[src/rtl/projb_pkg.sv]
// Shared ProjectB definitions: the opcode set the control unit executes, the
// program loader's state encoding and the opcode field position in a word.
package projb_pkg;

   localparam int OPC_MSB = 15;
   localparam int OPC_LSB = 12;

   typedef enum logic [3:0] {
      NOOP  = 4'd0,
      STORE = 4'd1,
      LOAD  = 4'd2,
      ADD   = 4'd3,
      SUB   = 4'd4,
      HALT  = 4'd5
   } opcode_e;

   typedef enum logic [2:0] {
      S_IDLE,
      S_HI,
      S_LO,
      S_WRITE,
      S_DONE,
      S_ERROR
   } ld_state_e;

   // Everything above HALT is unassigned and must never reach the memory.
   function automatic logic opc_legal(input logic [3:0] opc);
      return (opc <= 4'(HALT));
   endfunction

   function automatic logic opc_is_halt(input logic [3:0] opc);
      return (opc == 4'(HALT));
   endfunction

endpackage

[src/rtl/imem_loader_if.sv]
// Byte-stream handshake into the program loader. The master is the byte
// source; the slave is the loader, which owns byte_ready.
interface imem_loader_if;

   logic [7:0] byte_in;
   logic       byte_valid;
   logic       byte_ready;

   modport master (output byte_in, output byte_valid, input byte_ready);
   modport slave  (input byte_in, input byte_valid, output byte_ready);

endinterface

[src/rtl/imem_loader_byte_packer.sv]
// Big-endian byte-pair assembler: high byte then low byte form one 16-bit
// word. word_rdy_o is high for the single cycle after the low byte lands.
module byte_packer (
   input  logic        clk,
   input  logic        reset,
   input  logic        hi_en_i,
   input  logic        lo_en_i,
   input  logic [7:0]  byte_i,
   output logic [15:0] word_o,
   output logic        word_rdy_o
);

   logic [7:0] hi_q;
   logic [7:0] lo_q;
   logic       rdy_q;

   // Capture registers plus one-cycle word-ready pulse.
   always_ff @(posedge clk) begin
      if (!reset) begin
         hi_q  <= 8'h00;
         lo_q  <= 8'h00;
         rdy_q <= 1'b0;
      end else begin
         if (hi_en_i) hi_q <= byte_i;
         if (lo_en_i) lo_q <= byte_i;
         rdy_q <= lo_en_i;
      end
   end

   assign word_o     = {hi_q, lo_q};
   assign word_rdy_o = rdy_q;

endmodule

[src/rtl/imem_loader.sv]
// Instruction-memory program loader. Streams bytes into 16-bit words, writes
// them to consecutive addresses from 0, screens opcodes, and keeps the control
// unit in reset until a HALT-terminated program is fully in memory.
module imem_loader #(
   parameter int DEPTH  = 128,
   parameter int ADDR_W = 7
) (
   input  logic              clk,
   input  logic              reset,
   input  logic              start,
   imem_loader_if.slave      bus,
   output logic              wr_en,
   output logic [ADDR_W-1:0] wr_addr,
   output logic [15:0]       wr_data,
   output logic              cpu_hold,
   output logic              done,
   output logic              err,
   output logic [ADDR_W:0]   word_count
);

   import projb_pkg::*;

   localparam logic [ADDR_W-1:0] LAST_ADDR = ADDR_W'(DEPTH - 1);
   localparam logic [ADDR_W-1:0] PTR_ONE   = {{(ADDR_W-1){1'b0}}, 1'b1};
   localparam logic [ADDR_W:0]   CNT_ONE   = {{ADDR_W{1'b0}}, 1'b1};

   ld_state_e         state_q, state_d;
   logic [ADDR_W-1:0] ptr_q, ptr_d;
   logic [ADDR_W:0]   cnt_q, cnt_d;
   logic              wr_en_q, wr_en_d;
   logic              byte_rdy;
   logic              hi_en;
   logic              lo_en;
   logic [15:0]       word;
   logic              word_rdy;
   logic [3:0]        opc;

   byte_packer u_packer (
      .clk        (clk),
      .reset      (reset),
      .hi_en_i    (hi_en),
      .lo_en_i    (lo_en),
      .byte_i     (bus.byte_in),
      .word_o     (word),
      .word_rdy_o (word_rdy)
   );

   // The opcode lives in the high byte, so it is already known while the low
   // byte is being accepted; that lets the write strobe be registered.
   assign opc = word[OPC_MSB:OPC_LSB];

   // State, address pointer, word counter and write strobe registers.
   always_ff @(posedge clk) begin
      if (!reset) begin
         state_q <= S_IDLE;
         ptr_q   <= '0;
         cnt_q   <= '0;
         wr_en_q <= 1'b0;
      end else begin
         state_q <= state_d;
         ptr_q   <= ptr_d;
         cnt_q   <= cnt_d;
         wr_en_q <= wr_en_d;
      end
   end

   // Next-state, handshake and pointer/counter update logic.
   always_comb begin
      state_d  = state_q;
      ptr_d    = ptr_q;
      cnt_d    = cnt_q;
      wr_en_d  = 1'b0;
      byte_rdy = 1'b0;
      hi_en    = 1'b0;
      lo_en    = 1'b0;
      case (state_q)
         S_IDLE, S_DONE, S_ERROR: begin
            if (start) begin
               state_d = S_HI;
               ptr_d   = '0;
               cnt_d   = '0;
            end
         end
         S_HI: begin
            byte_rdy = 1'b1;
            if (bus.byte_valid) begin
               hi_en   = 1'b1;
               state_d = S_LO;
            end
         end
         S_LO: begin
            byte_rdy = 1'b1;
            if (bus.byte_valid) begin
               lo_en   = 1'b1;
               wr_en_d = opc_legal(opc);
               state_d = S_WRITE;
            end
         end
         S_WRITE: begin
            if (word_rdy) begin
               if (!opc_legal(opc)) begin
                  state_d = S_ERROR;
               end else if (opc_is_halt(opc)) begin
                  cnt_d   = cnt_q + CNT_ONE;
                  state_d = S_DONE;
               end else if (ptr_q == LAST_ADDR) begin
                  // Memory is full and still no HALT: refuse to release the CPU.
                  cnt_d   = cnt_q + CNT_ONE;
                  state_d = S_ERROR;
               end else begin
                  ptr_d   = ptr_q + PTR_ONE;
                  cnt_d   = cnt_q + CNT_ONE;
                  state_d = S_HI;
               end
            end
         end
         default: state_d = S_IDLE;
      endcase
   end

   assign bus.byte_ready = byte_rdy;
   assign wr_en          = wr_en_q;
   assign wr_addr        = ptr_q;
   assign wr_data        = word;
   assign word_count     = cnt_q;
   assign done           = (state_q == S_DONE);
   assign err            = (state_q == S_ERROR);
   assign cpu_hold       = (state_q != S_DONE);

endmodule
[src/flat_wrapper.sv]
// flat-port wrapper written by rule: the top's interface ports become plain ports
module imem_loader_flat import projb_pkg::*;
#(
   parameter int DEPTH  = 128,
   parameter int ADDR_W = 7
)
  (clk, reset, start, wr_en, wr_addr, wr_data, cpu_hold, done, err, word_count, bus_byte_in, bus_byte_valid, bus_byte_ready);
  imem_loader_if bus_i ();
  input  logic clk;
  input  logic reset;
  input  logic start;
  output logic wr_en;
  output logic [ADDR_W-1:0] wr_addr;
  output logic [15:0] wr_data;
  output logic cpu_hold;
  output logic done;
  output logic err;
  output logic [ADDR_W:0] word_count;
  input wire logic [$bits(bus_i.byte_in)-1:0] bus_byte_in;
  input wire logic [$bits(bus_i.byte_valid)-1:0] bus_byte_valid;
  output wire logic [$bits(bus_i.byte_ready)-1:0] bus_byte_ready;
  assign bus_i.byte_in = bus_byte_in;
  assign bus_i.byte_valid = bus_byte_valid;
  assign bus_byte_ready = bus_i.byte_ready;
  imem_loader #(.DEPTH(DEPTH), .ADDR_W(ADDR_W)) u_core (.clk(clk), .reset(reset), .start(start), .bus(bus_i), .wr_en(wr_en), .wr_addr(wr_addr), .wr_data(wr_data), .cpu_hold(cpu_hold), .done(done), .err(err), .word_count(word_count));
endmodule
[config.mk]
export PLATFORM = sky130hd
export DESIGN_NAME = imem_loader_flat
export DESIGN_NICKNAME = d
export VERILOG_FILES = /design/src/rtl/projb_pkg.sv /design/src/rtl/imem_loader_if.sv /design/src/rtl/imem_loader_byte_packer.sv /design/src/rtl/imem_loader.sv /design/src/flat_wrapper.sv
export SDC_FILE = /design/constraint.sdc
export NUM_CORES = 1
export LEC_CHECK = 0
export BUFFER_PORTS_ARGS = -buffer_cell sky130_fd_sc_hd__buf_2
export CORE_UTILIZATION = 40
export DETAILED_ROUTE_END_ITERATION = 8
export SETUP_SLACK_MARGIN = 0.1
export SKIP_CTS_REPAIR_TIMING = 1
export SLEW_MARGIN = 30
export SYNTH_ARGS = -nofsm -noshare
export SYNTH_HDL_FRONTEND = slang
export SYNTH_SLANG_ARGS = --single-unit
[constraint.sdc]
create_clock -name clk -period 4.5 [get_ports clk]
set_input_delay 0.225 -clock clk [delete_from_list [all_inputs] [get_ports clk]]
set_output_delay 0.225 -clock clk [all_outputs]
set_load 0.03 [all_outputs]
[Word-level counts from Yosys, hierarchy flattened]
Index checks and enable logic that the tools add are counted.
Word-level totals
  bits in registers: 36
  input bits: 12
  output and inout bits: 36
  logic and storage cells: 55
Cells by class
  add/subtract/negate cells: 2
  $lt $le $gt $ge: 1
  eq/ne operators: 15
  muxes and demuxes: 22
  reduce and logical (&&, ||, !) cells: 8
Operator list (number)
  7-bit two-way mux: 5
  8-bit two-way mux: 3
  3-bit two-way mux: 7
  8-bit case mux with 2 select lines: 1
  7-bit case mux with 2 select lines: 1
  2-bit inequality test, second input constant: 6
  3-bit case mux with 4 select lines: 1
  8-bit by 1-bit adder with 8-bit output, second input constant: 1
  4-bit AND reduction: 2
  7-bit by 1-bit adder with 7-bit output, second input constant: 1
  7-bit equality test, second input constant: 1
  3-bit by 2-bit equality test with 1-bit output, second input constant: 2
  3-bit equality test, second input constant: 2
  6-bit AND reduction: 1
  4-bit by 3-bit equality test with 1-bit output, second input constant: 1
  4-bit by 3-bit less-or-equal comparator with 1-bit output, second input constant: 1
  1-bit two-way mux: 4
  3-bit by 1-bit equality test with 1-bit output, second input constant: 1
  3-bit zero test: 1
  3-bit inequality test, second input constant: 1
  3-bit AND reduction: 1
  3-bit OR reduction: 1
  2-bit by 1-bit inequality test with 1-bit output, second input constant: 1
  2-bit nonzero test: 1
  2-bit OR reduction: 1

[Logic depth before layout (Yosys ltp)]
Gate-level depths: netlist of the first run.
  word-level depth: 6
  mapped depth: 6
  mapped depth without buffers: 5

[By module]
A second synthesis of the first run with hierarchy kept.
Second synthesis, totals
  cells, all modules: 179
  area, all modules: 1690.4 sq um
By module, submodules not included
  imem_loader: times used 1, cells an instance 126, area an instance 1056.0 sq um, seq. area each 380.4 sq um
  byte_packer: times used 1, cells an instance 53, area an instance 634.4 sq um, seq. area each 340.3 sq um

[Worst setup path after synthesis of the first run]
OpenSTA, ideal clock, no wires.
  path kind: register -> register
  start point: register u_core.ptr_q[0], in the netlist u_core.wr_addr[0]
  end point: register u_core.ptr_q[2], in the netlist u_core.wr_addr[2]
  setup time: 0.122 ns
  arrival: 1.673 ns
  required time: 4.378 ns
  setup slack: 2.706 ns
  cell stages (with the launch flop): 6
  path buffers: 0
  clock period less this slack: 1.794 ns
  path through: dfxtp_1 > ha_1 > and3_1 > a41oi_1 > nor2_1 > o311a_1
Between the ends
  word-level cells in the longest chain between the ends: 6
  elaborated cells on any way between the ends: 9
  those cells by class: 1 x add/sub; 2 x eq/ne; 5 x mux; 1 x reduce/logical
Ends and longest elaborated chain
  from (decl): line imem_loader.sv:28  | logic [ADDR_W-1:0] ptr_q, ptr_d;
  from (signal assigned): line imem_loader.sv:61  | ptr_q <= ptr_d;
  7-bit by 1-bit adder with 7-bit output: line imem_loader.sv:111  | ptr_d = ptr_q + PTR_ONE;
  7-bit two-way mux: line imem_loader.sv:106  | end else if (ptr_q == LAST_ADDR) begin
  7-bit two-way mux: line imem_loader.sv:103  | end else if (opc_is_halt(opc)) begin
  7-bit two-way mux: line imem_loader.sv:101  | if (!opc_legal(opc)) begin
  7-bit two-way mux: line imem_loader.sv:100  | if (word_rdy) begin
  7-bit case mux with 2 select lines: line imem_loader.sv:76  | case (state_q)
Parallel ways exist; a longest one is shown, timed or not. The select of a mux whose other input is x is not followed.
A chain may end at the register's enable or synchronous reset.

[Worst setup path after layout of the first run]
  start point: register u_core.state_q[0]
  end point: register u_core.ptr_q[3], in the netlist u_core.wr_addr[3]
Between the ends
  word-level cells in the longest chain between the ends: 4
  elaborated cells on any way between the ends: 13
  those cells by class: 8 x eq/ne; 1 x mux; 4 x reduce/logical
Ends and longest elaborated chain
  from (decl): line imem_loader.sv:27  | ld_state_e state_q, state_d;
  from (signal assigned): line imem_loader.sv:60  | state_q <= state_d;
  3-bit equality test / 3-bit zero test (equally long branches): line imem_loader.sv:76
  3-bit OR reduction: line imem_loader.sv:76
  2-bit inequality test (no line) / 2-bit nonzero test (equally long branches)
  6-bit AND reduction (no line)
Parallel ways exist; a longest one is shown, timed or not.

==> metrics.txt, run 1 <==
outcome finished, final reports clean; Num Clock Sinks 36; CP Max Fanout 19; Syn. warnings 0; Simple-Gate Fraction of Synth Area 25.8%; Rows 22; synth unique cells 45; Die Width around 66 um; Fin Setup TNS 0 ns; Mapped Nets 213; minimum clock period 1.96 ns; critical setup path kind register to register; CTS tree yes; Tot GR Track Use 20.4%; total number of vias 1,576; Area Growth Syn to Fin 21.2%; HPWL Detailed roughly 2800 um; Initial Util 43.1%; largest family of logic cells by synthesized area simple AND/OR/NAND/NOR gates; cts bufs inserted 5; Leak 0.000814 uW; Die H 66.0 um; max_slew headroom 51.7%; Final Hold Viols 0; Buffers on Ports 47; Synth area leaders dfxtp_1 44%, nand2_1 10%, a21oi_1 8.6%, and3_1 2.3%, nand3_1 2.1%; Mapped Area between 1500 and 2000 sq um; worst-margin pin slew 0.720 ns; Final nets 259; Worst-path clk slew ~0.070 ns; EDFF count, synth 0; TritonRoute pass-1 iters 5; Worst-Skew Late Latency 0.29 ns; Post-synth ARST share 0%; initial antenna violation count 0; # IOs 48; largest net degree at the start of global routing 27; post-route ant nets 0; slowest stage delay, CP 0.54 ns; layout cell share with drive strength beyond 1 a little under a quarter; drt wl/cell roughly 13 um; startpoint types register; maximum clock path buffer count 2; final period utilization 43.7%; Final Max Slew Viols 0; Filler Cells Inserted 397; ANT cells 0; DRT iter0 DRCs between 80 and 90; vias in the first global route approximately 1.4k; die area 4350 sq um; mux contribution to synthesized area 0.612%; unrepaired setup endpoints after global routing no; xor/xnor share of the synthesized area 1.07%; CP Data Arrival Time 2.15 ns; CTS root buffer clkbuf_8; final setup fails 0; cell taking the most area after synthesis dfxtp_1; Critical Path End Type register; skew final between 0.007 and 0.008 ns; Setup WS post-layout 2.54 ns; Mapped Avg Cell Area 8.22 sq um; total congestion overflow 0; cell count after synthesis 199; most frequent cell after synthesis nand2_1; compound-cell area share of the yosys netlist a little under a quarter; primary flip-flop cell chosen by synthesis mapping dfxtp_1; Crit path required time about 4.7 ns; Tot Pwr around 730 uW; vias per cell 5.36; H-tree depth 2; Worst IR Drop VDD 0.193 mV; first-pass GRT wire length 6690 um; Post-synth top cells 45 x nand2_1, 36 x dfxtp_1, 28 x a21oi_1, 7 x nand3_1; post-place setup slack between 2 and 3 ns; DRT Wirelength 3950 um; number of synthesized register bits 36; post-synthesis sequential area ratio approximately 44%; Max Fclk 509 MHz; placer congestion estimate 0.817; worst hold-check path type primary input to register; highest-delay cell along the critical path a32oi_4; P per Cell Area 368 nW/um^2; core box area 3800 sq um; area share of fa/ha/maj cells after synthesis 1.53%; Max-Cap Viols 0; # DRC 0; critical path, cell by cell or2b_1, a32oi_4, a21oi_1, a311oi_1; top-area cell type share of the netlist area 44.0%
through the flow:
step / area [sq um] / hold WS (ns) / util (%) / instances
finish: 1980 / 0.179 / 52.2 / 294
global route: 1980 / 0.189 / 52.2 / 294
CTS: 1980 / 0.182 / 52.2 / 294
detailed placement: 1890 / 0.445 / 49.7 / 286
global placement: 1890 / 0.443 / 49.7 / 286
floorplan: 1640 / 0.346 / - / 199
placed cells by master (no fill, tap or decap), types with 3 or more instances in the layout:
master    instances
and3_1            6
clkbuf_8          6
a31oi_1           3
inv_1             5
nor3_1            3
nor2_1            6
nand2_1          45
o21ai_0           5
a21oi_1          28
nand3_1           7
o31ai_1           4
or3_1             5
or4_1             4
dfxtp_1          36
a211oi_1          3
buf_2            47
routing by layer:
layer / track usage (%) / share of wire (%) / vias up
met3: 4.83 / 5.3 / 5
met4: 7.98 / 1.2 / 0
met2: 30.4 / 42 / 41
met5: 0 / 0 / -
li1: - / - / 810
met1: 28.3 / 51 / 720
path summary, 6_finish.rpt:
check / cells past startpoint / endpoint / slack [ns] / startpoint
worst max-delay path: 4 / u_core.wr_addr[3] / 2.54 / u_core.state_q[0]
worst min-delay path: 3 / u_core.u_packer.hi_q[4] / 0.18 / bus_byte_in[4]
worst max register to register: 4 / u_core.wr_addr[3] / 2.54 / u_core.state_q[0]
worst min register to register: 2 / u_core.u_packer.lo_q[0] / 0.46 / u_core.u_packer.lo_q[0]
registers in the layout (all words and copies together), names as in the netlist:
register                    flops
u_core.wr_addr                  7
u_core.word_count               8
u_core.u_packer.hi_q            8
u_core.u_packer.word_rdy_o      1
u_core.u_packer.lo_q            8
u_core.wr_en                    1
u_core.state_q                  3
logic make-up (layout without fill, tap and decap cells):
logic type / after synthesis / after routing
buffers and inverters: 14 / 61
AO/OA/AOI/OAI: 57 / 57
AND/OR/NAND/NOR: 87 / 87
XOR/XNOR: 2 / 2
flip-flops: 36 / 36
adder cells (fa/ha/maj): 2 / 2
multiplexers: 1 / 1
worst max-delay path: cells and delay by family, from the launching register on:
kind / cells / cell delay (ns)
AND/OR/NAND/NOR: 1 / 0.34
flip-flops: 1 / 0.51
AO/OA/AOI/OAI: 3 / 1.01
where the power goes:
part | internal (uW) | switching, uW | total (uW)
clock | 125 | 121 | 245
sequential | 332 | 17.7 | 350
combinational | 42.3 | 93.0 | 135
final cells by class:
class | instances | area (sq um) | share of cell area [%]
Multi-Input combinational cell | 149 | 851 | 42.9
Sequential cell | 36 | 721 | 36.3
Timing Repair Buffer | 47 | 235 | 11.9
Clock buffer | 7 | 86.3 | 4.35
Tap cell | 48 | 60.1 | 3.03
Inverter | 6 | 22.5 | 1.14
Clock inverter | 1 | 7.51 | 0.379
(Power assumes the default switching activity.)
==> run 2, diff against run 1 <==
Settings changed: PLACE_DENSITY set to 0.67.
Clock period 4.5 ns to 1.8 ns, I/O delays scaled along.
==> metrics.txt, run 2 (synthesis results as in run 1) <==
outcome finished, final reports clean; Die Width 66.0 um (unchanged); Initial Util 43.1% (unchanged); final setup fails 0 (unchanged); maximum clock path buffer count 2 (unchanged); CTS tree yes; P per Cell Area 881 nW/um^2 (+140%); Worst-path clk slew 0.08 ns (about the same); skew final 0.00898 ns (+0.00132 ns); largest net degree at the start of global routing 27 (unchanged); core box area 3800 sq um (unchanged); Worst R2R End u_core.state_q[2]; Area Growth Syn to Fin 27.6%; hold path cells 3 (unchanged); DRT iter0 DRCs 60 (-30%); Tot GR Track Use 19.9% (-0.49 points); Worst IR Drop VDD 0.569 mV (+190%); Fin Setup TNS 0 ns (unchanged); worst hold-check path type primary input to register; max_slew headroom 68.4% (+17 points); Buffers on Ports 47 (unchanged); HPWL Detailed 2750 um (-2.2%); initial antenna violation count 0 (unchanged); TritonRoute pass-1 iters 4 (-1); flop2flop setup slack 0.16 ns (-2.37 ns); H-tree depth 2 (unchanged); Rows 22 (unchanged); commonest non-fill, non-tap cell in the layout buf_2; total congestion overflow 0 (unchanged); vias per cell 5.39 (+0.64%); Filler Cells Inserted 380 (-4.3%); # DRC 0 (unchanged); critical setup path kind register to register; vias in the first global route 1,468 (+1.9%); Leak 0.000861 uW (+5.8%); unrepaired setup endpoints after global routing yes; die area 4350 sq um (unchanged); Tot Pwr 1840 uW (+150%); Crit path required time 2.01 ns (-2.68 ns); worst-margin pin slew 0.473 ns (-0.247 ns); Final Hold Viols 0 (unchanged); most frequent cells in the layout 47 x buf_2, 45 x nand2_1, 34 x dfxtp_1; total number of vias 1,640 (+4.1%); placer congestion estimate 0.779 (-4.6%); # IOs 48 (unchanged); ANT cells 0 (unchanged); crit path launch u_core.u_packer.hi_q[5]; Critical Path End Type register; drt wl/cell 12.9 um (-3.7%); post-route ant nets 0 (unchanged); Worst-Skew Late Latency 0.30 ns (about the same); RR Startpoint u_core.u_packer.hi_q[5]; Final nets 269 (+3.9%); layout cell share with drive strength beyond 1 28.9% (+5.7 points); Final Max Slew Viols 0 (unchanged); first-pass GRT wire length 6620 um (-1.1%); cts bufs inserted 5 (unchanged); final period utilization 91.0% (+47 points); minimum clock period 1.64 ns (-0.327 ns); Max-Cap Viols 0 (unchanged); Critical Path Sink u_core.state_q[2]; Num Clock Sinks 36 (unchanged); startpoint types register; Die H 66.0 um (unchanged); R2R depth 7 (+3); CTS root buffer clkbuf_8; DRT Wirelength 3940 um (-0.46%); Max Fclk 611 MHz (+20%); CP Max Fanout 4 (-15); CP Data Arrival Time 1.85 ns (-0.30 ns)
-- run 2: power by group --
group          internal (uW)  switching [uW]  total (uW)
Combinational            135             256         391
Sequential               831            25.5         856
Clock                    274             320         593
-- run 2: area by class of cell --
cell class	instances	area, sq um	share of cell area, %
repair buffers	57	310	14.9
clock buffers	5	68.8	3.30
multi-input cells	149	880	42.1
flip-flops and latches	36	723	34.6
clock inverters	3	23.8	1.14
inverters	6	22.5	1.08
well taps	48	60.1	2.88
-- run 2: layer usage --
layer	global-route usage, %	vias up	wire length (um)
met2	30.1	42	1740
li1	-	826	-
met4	7.45	0	52
met5	0	-	0
met3	5.52	6	215
met1	26.9	766	1930
-- run 2: stage by stage --
stage | utilization (%) | cell area, sq um | hold slack [ns] | setup WS [ns] | cells
2_1_floorplan | - | 1650 | 0.211 | 0.145 | 199
3_3_place_gp | 51.8 | 1970 | 0.346 | 0.172 | 295
3_5_place_dp | 51.8 | 1970 | 0.349 | 0.148 | 295
4_1_cts | 54.2 | 2060 | 0.0275 | 0.127 | 303
5_1_grt | 55.0 | 2090 | 0.0398 | 0.0625 | 304
6_report | 55.0 | 2090 | 0.0311 | 0.162 | 304
-- run 2: worst min path at each step --
stage / endpoint / start / slack (ns)
finish: u_core.u_packer.hi_q[4] / bus_byte_in[4] / 0.03
detailed placement: u_core.u_packer.lo_q[4] / bus_byte_in[4] / 0.35
floorplan: u_core.state_q[0] / reset / 0.21
CTS: u_core.u_packer.hi_q[2] / bus_byte_in[2] / 0.03
global placement: u_core.u_packer.lo_q[6] / bus_byte_in[6] / 0.35
global route: u_core.u_packer.hi_q[2] / bus_byte_in[2] / 0.04
-- run 2: worst max-delay path, stage by stage, from the launching register on --
cell and delay [ns]:
dfxtp_1 0.32, buf_4 0.14, nor4bb_1 0.30, buf_4 0.20, a41o_1 0.17, buf_4 0.14
o21ai_0 0.08, o31ai_1 0.21
